**config.mk**
```make
export PLATFORM = sky130hd
export DESIGN_NAME = neuron_layer_sequencer
export DESIGN_NICKNAME = d
export VERILOG_FILES = /design/src/rtl/nn_pkg.sv /design/src/rtl/nls_addr_gen.sv /design/src/rtl/neuron_layer_sequencer.sv
export SDC_FILE = /design/constraint.sdc
export NUM_CORES = 1
export LEC_CHECK = 0
export CAP_MARGIN = 25
export CORE_UTILIZATION = 40
export DETAILED_ROUTE_END_ITERATION = 8
export GPL_ROUTABILITY_DRIVEN = 0
export PLACE_DENSITY = 0.81
export SLEW_MARGIN = 20
export SYNTH_ARGS = -nofsm -noshare
export SYNTH_HDL_FRONTEND = slang
export SYNTH_SLANG_ARGS = --single-unit
```
**constraint.sdc**
```tcl
create_clock -name clk -period 2.75 [get_ports clk]
set_input_delay 0.55 -clock clk [delete_from_list [all_inputs] [get_ports clk]]
set_output_delay 0.55 -clock clk [all_outputs]
set_load 0.01 [all_outputs]
```
**src/rtl/nn_pkg.sv**
```systemverilog
// Shared types and width helpers for the layer sequencer and its address generator.
package nn_pkg;

    localparam int RESULT_WIDTH = 16;

    typedef enum logic [2:0] {
        IDLE,
        CLEAR,
        STREAM,
        WAIT,
        DONE
    } state_t;

    // Address width for a memory of 'depth' words, never narrower than one bit.
    function automatic int aw(input int depth);
        return (depth <= 1) ? 1 : $clog2(depth);
    endfunction

endpackage

```
**src/rtl/nls_addr_gen.sv**
```systemverilog
// Input/neuron counters and memory addresses; addresses are valid in the same cycle they are issued.
// Never stalls; step_i/step_n advance the counters and clr returns them to zero.
module nls_addr_gen
    import nn_pkg::*;
#(
    parameter int NUM_INPUTS  = 784,
    parameter int NUM_NEURONS = 32
) (
    input  logic                                    clk,
    input  logic                                    rst,
    input  logic                                    clr,
    input  logic                                    step_i,
    input  logic                                    step_n,
    output logic                                    last_i,
    output logic                                    last_n,
    output logic [aw(NUM_INPUTS)-1:0]               in_addr,
    output logic [aw(NUM_INPUTS*NUM_NEURONS)-1:0]   w_addr,
    output logic [aw(NUM_NEURONS)-1:0]              b_addr
);

    localparam int IAW = aw(NUM_INPUTS);
    localparam int WAW = aw(NUM_INPUTS * NUM_NEURONS);
    localparam int BAW = aw(NUM_NEURONS);

    logic [IAW-1:0] i;
    logic [BAW-1:0] n;
    logic [WAW-1:0] base;

    // base tracks n*NUM_INPUTS by accumulation, so no multiplier is needed
    always_ff @(posedge clk or posedge rst) begin
        if (rst) begin
            i    <= '0;
            n    <= '0;
            base <= '0;
        end else if (clr) begin
            i    <= '0;
            n    <= '0;
            base <= '0;
        end else begin
            if (step_i) begin
                i <= last_i ? '0 : i + IAW'(1);
            end
            if (step_n) begin
                n    <= n + BAW'(1);
                base <= base + WAW'(NUM_INPUTS);
            end
        end
    end

    assign last_i  = (i == IAW'(NUM_INPUTS - 1));
    assign last_n  = (n == BAW'(NUM_NEURONS - 1));
    assign in_addr = i;
    assign b_addr  = n;
    assign w_addr  = base + WAW'(i);

endmodule

```
**src/rtl/neuron_layer_sequencer.sv**
```systemverilog
// Runs one shared MAC neuron over every output of a layer; neuron n's result is written 2+(n+1)(N+2) cycles after start.
// No backpressure: memories answer in one cycle, the only stall is WAIT, bounded by TIMEOUT.
module neuron_layer_sequencer
    import nn_pkg::*;
#(
    parameter int IN_WIDTH    = 16,
    parameter int NUM_INPUTS  = 784,
    parameter int NUM_NEURONS = 32,
    parameter int TIMEOUT     = 15
) (
    input  logic                                    clk,
    input  logic                                    rst,
    input  logic                                    start,
    input  logic                                    abort,
    output logic                                    busy,
    output logic                                    done,
    output logic                                    err,
    output logic [aw(NUM_INPUTS)-1:0]               in_addr,
    input  logic [IN_WIDTH-1:0]                     in_rdata,
    output logic [aw(NUM_INPUTS*NUM_NEURONS)-1:0]   w_addr,
    input  logic [IN_WIDTH-1:0]                     w_rdata,
    output logic [aw(NUM_NEURONS)-1:0]              b_addr,
    input  logic [IN_WIDTH-1:0]                     b_rdata,
    output logic                                    nrn_rst,
    output logic [IN_WIDTH-1:0]                     nrn_data,
    output logic [IN_WIDTH-1:0]                     nrn_weight,
    output logic [IN_WIDTH-1:0]                     nrn_bias,
    output logic                                    nrn_valid,
    input  logic [RESULT_WIDTH-1:0]                 nrn_out,
    input  logic                                    nrn_out_valid,
    output logic                                    res_we,
    output logic [aw(NUM_NEURONS)-1:0]              res_addr,
    output logic [RESULT_WIDTH-1:0]                 res_data
);

    localparam int TCW = aw(TIMEOUT + 1);

    state_t         state, state_n;
    logic [TCW-1:0] wait_cnt;
    logic           step_i, step_n, last_i, last_n, timeout;
    logic           accept, kill, wr;

    assign accept = (state == IDLE) && start;
    assign kill   = (state != IDLE) && abort;
    assign wr     = (state == WAIT) && nrn_out_valid && !abort;

    nls_addr_gen #(
        .NUM_INPUTS  (NUM_INPUTS),
        .NUM_NEURONS (NUM_NEURONS)
    ) u_addr_gen (
        .clk     (clk),
        .rst     (rst),
        .clr     (state_n == IDLE),
        .step_i  (step_i),
        .step_n  (step_n),
        .last_i  (last_i),
        .last_n  (last_n),
        .in_addr (in_addr),
        .w_addr  (w_addr),
        .b_addr  (b_addr)
    );

    always_comb begin
        state_n = state;
        step_i  = 1'b0;
        step_n  = 1'b0;
        timeout = 1'b0;
        case (state)
            IDLE:   if (start) state_n = CLEAR;
            CLEAR:  state_n = STREAM;
            STREAM: begin
                step_i = 1'b1;
                if (last_i) state_n = WAIT;
            end
            WAIT: begin
                if (nrn_out_valid) begin
                    if (last_n) begin
                        state_n = DONE;
                    end else begin
                        step_n  = 1'b1;
                        state_n = STREAM;
                    end
                end else if (wait_cnt == TCW'(TIMEOUT)) begin
                    timeout = 1'b1;
                    state_n = IDLE;
                end
            end
            DONE:    state_n = IDLE;
            default: state_n = IDLE;
        endcase
        // abort overrides every other decision once the layer is running
        if (kill) begin
            state_n = IDLE;
            step_i  = 1'b0;
            step_n  = 1'b0;
            timeout = 1'b0;
        end
    end

    always_ff @(posedge clk or posedge rst) begin
        if (rst) begin
            state     <= IDLE;
            wait_cnt  <= '0;
            nrn_valid <= 1'b0;
            nrn_rst   <= 1'b0;
            res_we    <= 1'b0;
            res_addr  <= '0;
            res_data  <= '0;
            err       <= 1'b0;
        end else begin
            state     <= state_n;
            wait_cnt  <= (state == WAIT) ? wait_cnt + TCW'(1) : '0;
            // one-cycle memory latency: valid trails the read issue by one register
            nrn_valid <= (state == STREAM) && !abort;
            nrn_rst   <= accept || kill || timeout;
            res_we    <= wr;
            if (wr) begin
                res_addr <= b_addr;
                res_data <= nrn_out;
            end
            if (accept)       err <= 1'b0;
            else if (timeout) err <= 1'b1;
        end
    end

    assign busy       = (state != IDLE);
    assign done       = (state == DONE);
    assign nrn_data   = in_rdata;
    assign nrn_weight = w_rdata;
    assign nrn_bias   = b_rdata;

endmodule

```
==> results.md <==
* Avg Vias per Cell at 5.348
* Worst-case reg-to-reg path depth at 6
* RSZ-0062 raised after global routing: no
* Initial antenna violation count at 0
* Nets at about 490
* Top FF cell, synth: dfrtp_1
* Core footprint at slightly above 0.008 mm^2
* All-Layer GR Usage at a little under a fifth
* Mapped cell area at 0.003410 mm^2
* Synth warn at 0
* DP Worst Slack at around 0.047 ns
* Commonest cells in the synthesized netlist: 79 x nand2_1, 58 x dfrtp_1, 50 x buf_4
* Setup tns final at 0 ns
* WL final at 7.886 mm
* Clock sinks at 58
* Largest net degree at the start of global routing at 38
* Most frequent cell after synthesis: nand2_1
* Status: finished clean
* Worst setup EP type: output port
* Peak supply drop at about 0.00045 V
* Syn_nets at about 450
* Port Buffer Count at between 70 and 80
* Synth area leader: dfrtp_1
* Total number of vias at between 2000 and 3000
* Worst path cell trace: ha_2 -> a211oi_4 -> o21bai_1 -> a21oi_2 -> xnor2_1 -> dlygate4sd2_1
* Post-synth EDFFs at 0
* Relative slew slack at 68.26%
* Max_cap viols at 0
* Cts bufs inserted at 9
* Critical Path AT at about 2.0 ns
* Layout area overhead at 23.89%
* Post-route minimum period at approximately 2.6 ns
* First-pass GRT wire length at about 13 mm
* Gate Count Post-Synth at approximately 370
* Fmax at 0.3898 GHz
* Setup Crit Path Kind: flip-flop to output port
* Synthesis-stage register bit count at slightly below 60
* Crit path from: u_addr_gen.base[4]
* DR iter-0 viols at ~220
* Final Hold Vio Count at 0
* Static Leakage at around 1.9 nW
* Family with the most delay on the worst path: compound AO/OA/AOI/OAI gates
* Pwr/cell area at about 660 mW/mm^2
* Worst hold path type: flip-flop to flip-flop
* Starting Density at between 40 and 50%
* Period utilization at 93.28%
* Worst skew pair latency at 0.33 ns
* Root buf cell: clkbuf_8
* Slowest cell on the critical path: dfrtp_1
* Mapped Avg Cell Area at roughly 9 um^2
* Worst r2r dst: u_addr_gen.base[14]
* TritonRoute pass-1 iters at 5
* Vias in the first global route at roughly 2800
* Fin worst setup slack at about 0.18 ns
* Crit path buf inv count at 1
* Top cells by area, synth: dfrtp_1 43%, buf_4 11%, nand2_1 8.7%, ha_1 4.0%, xnor2_1 3.6%
* End of the critical path: w_addr[9]
* Average wire per standard cell at about 15 um
* Setup Skew at around 0.0080 ns
* Total gr overflow at 0
* Worst-path clk slew at 0.07 ns
* TritonCTS clock tree: built
* Final Max Tran Viols at 0
* Critical Path Fanout Max at 5
* Max Root-Sink Buffers at 2
* Sequential area share after synthesis at between 40% and 50%
* Worst-Margin Slew at approximately 0.48 ns
* FILL cells at between 700 and 800
* ANT cells at 0
* Worst r2r src: u_addr_gen.b_addr[0]
* Die width at approximately 94 um
* CP max stage delay at approximately 0.44 ns
* FF-to-FF setup slack at between 0.4 and 0.5 ns
* Critical path required time at 2.20 ns
* HPWL Detailed at 5.565 mm
* Htree depth at 3
* Crit path depth at 6
* Die area at between 0.008 and 0.009 mm^2
* Synth top area share at between 40% and 50%
* Share of layout cells above drive strength 1 at between 10% and 20%
* Startpoint types: flip-flop
* Residual DRC at 0
* Die Span Y at between 90 and 100 um
* Row Count at 33
* Ports at around 170
* FFs w/ async S/R, synth at 100.0%
* Final antenna-violating net count at 0
* Hold Startpoint: wait_cnt[0]
* Final setup fails at 0
* Netlist cell types at 50
## worst min-delay path by stage
| stage | slack [ns] | to | depth (start not counted) |
|---|---|---|---|
| 4_1_cts | 0.47 | wait_cnt[0] | 1 |
| 2_1_floorplan | 0.43 | wait_cnt[0] | 1 |
| 5_1_grt | 0.48 | wait_cnt[0] | 1 |
| 3_5_place_dp | 0.46 | wait_cnt[0] | 1 |
| 3_3_place_gp | 0.45 | wait_cnt[0] | 1 |
| 6_report | 0.46 | wait_cnt[0] | 1 |
## final cells by class
type                            instances  area [um^2]  share of cell area, %
Timing Repair Buffer                   95        912.1                  21.59
Tap cell                              105        131.4                  3.110
Inverter                               12        46.29                  1.096
Sequential cell                        58         1451                  34.36
Clock buffer                           10        127.6                  3.021
Clock inverter                          6        57.56                  1.363
Multi-Input combinational cell        237         1498                  35.46
## sequential cells by signal, indices dropped and copies added (netlist names), 3 cells and up
register / flops
res_data: 16
u_addr_gen.base: 11
wait_cnt: 4
u_addr_gen.in_addr: 10
state: 3
res_addr: 5
u_addr_gen.b_addr: 5
## power by group
part / internal [mW] / total, mW / switching [mW] / leakage [nW]
combinational: 0.464 / 0.945 / 0.481 / 1.03
sequential: 1.00 / 1.11 / 0.109 / 0.787
clock: 0.412 / 0.755 / 0.343 / 0.0958
## timing repair
item                       in CTS  in global routing
setup endpoints to repair       7                  4
resized for setup              11                  6
setup buffers                   0                  0
pin swaps                       1                  1
hold buffers                    0                  0
## routing by layer
| metal | GRT usage, % | part of all wire, % |
|---|---|---|
| met5 | 0 | 0 |
| met1 | 21.10 | 39 |
| met3 | 7.120 | 8.5 |
| met2 | 30.80 | 51 |
| met4 | 5.128 | 1.1 |
## kinds of logic after synthesis
kind of cell,after synthesis,share of synthesized area [%]
simple gates,140,20.15
buf+inv,79,14.61
compound gates,59,11.56
flops,58,42.57
xor+xnor,23,5.908
fa+ha+maj,11,4.037
mux,4,1.174
## through the flow
step / power (mW) / std cells / hold WS [ns] / util (%) / cell area (um^2)
after CTS: 2.819 / 523 / 0.4682 / 51.06 / 4195
after floorplan: 1.650 / 374 / 0.4331 / - / 3410
after global routing: 2.961 / 523 / 0.4843 / 51.41 / 4224
after global placement: 2.019 / 507 / 0.4463 / 48.77 / 4008
final: 2.809 / 523 / 0.4630 / 51.41 / 4224
after detailed placement: 2.057 / 507 / 0.4602 / 48.77 / 4008
## placed cells by master, fill, tap and decap left out, types with 8 or more instances in the layout
| master | netlist | final |
|---|---|---|
| nand2_1 | 79 | 79 |
| clkdlybuf4s50_1 | 0 | 69 |
| dfrtp_1 | 58 | 58 |
| a21oi_1 | 24 | 23 |
| buf_4 | 50 | 17 |
| xnor2_1 | 14 | 14 |
| nand3_1 | 12 | 12 |
| nor2_1 | 12 | 11 |
| inv_1 | 11 | 10 |
| xor2_1 | 9 | 9 |
| ha_1 | 11 | 9 |
| clkbuf_8 | 0 | 9 |
| nand4_1 | 8 | 8 |
Power figures use the tool's default switching activity.
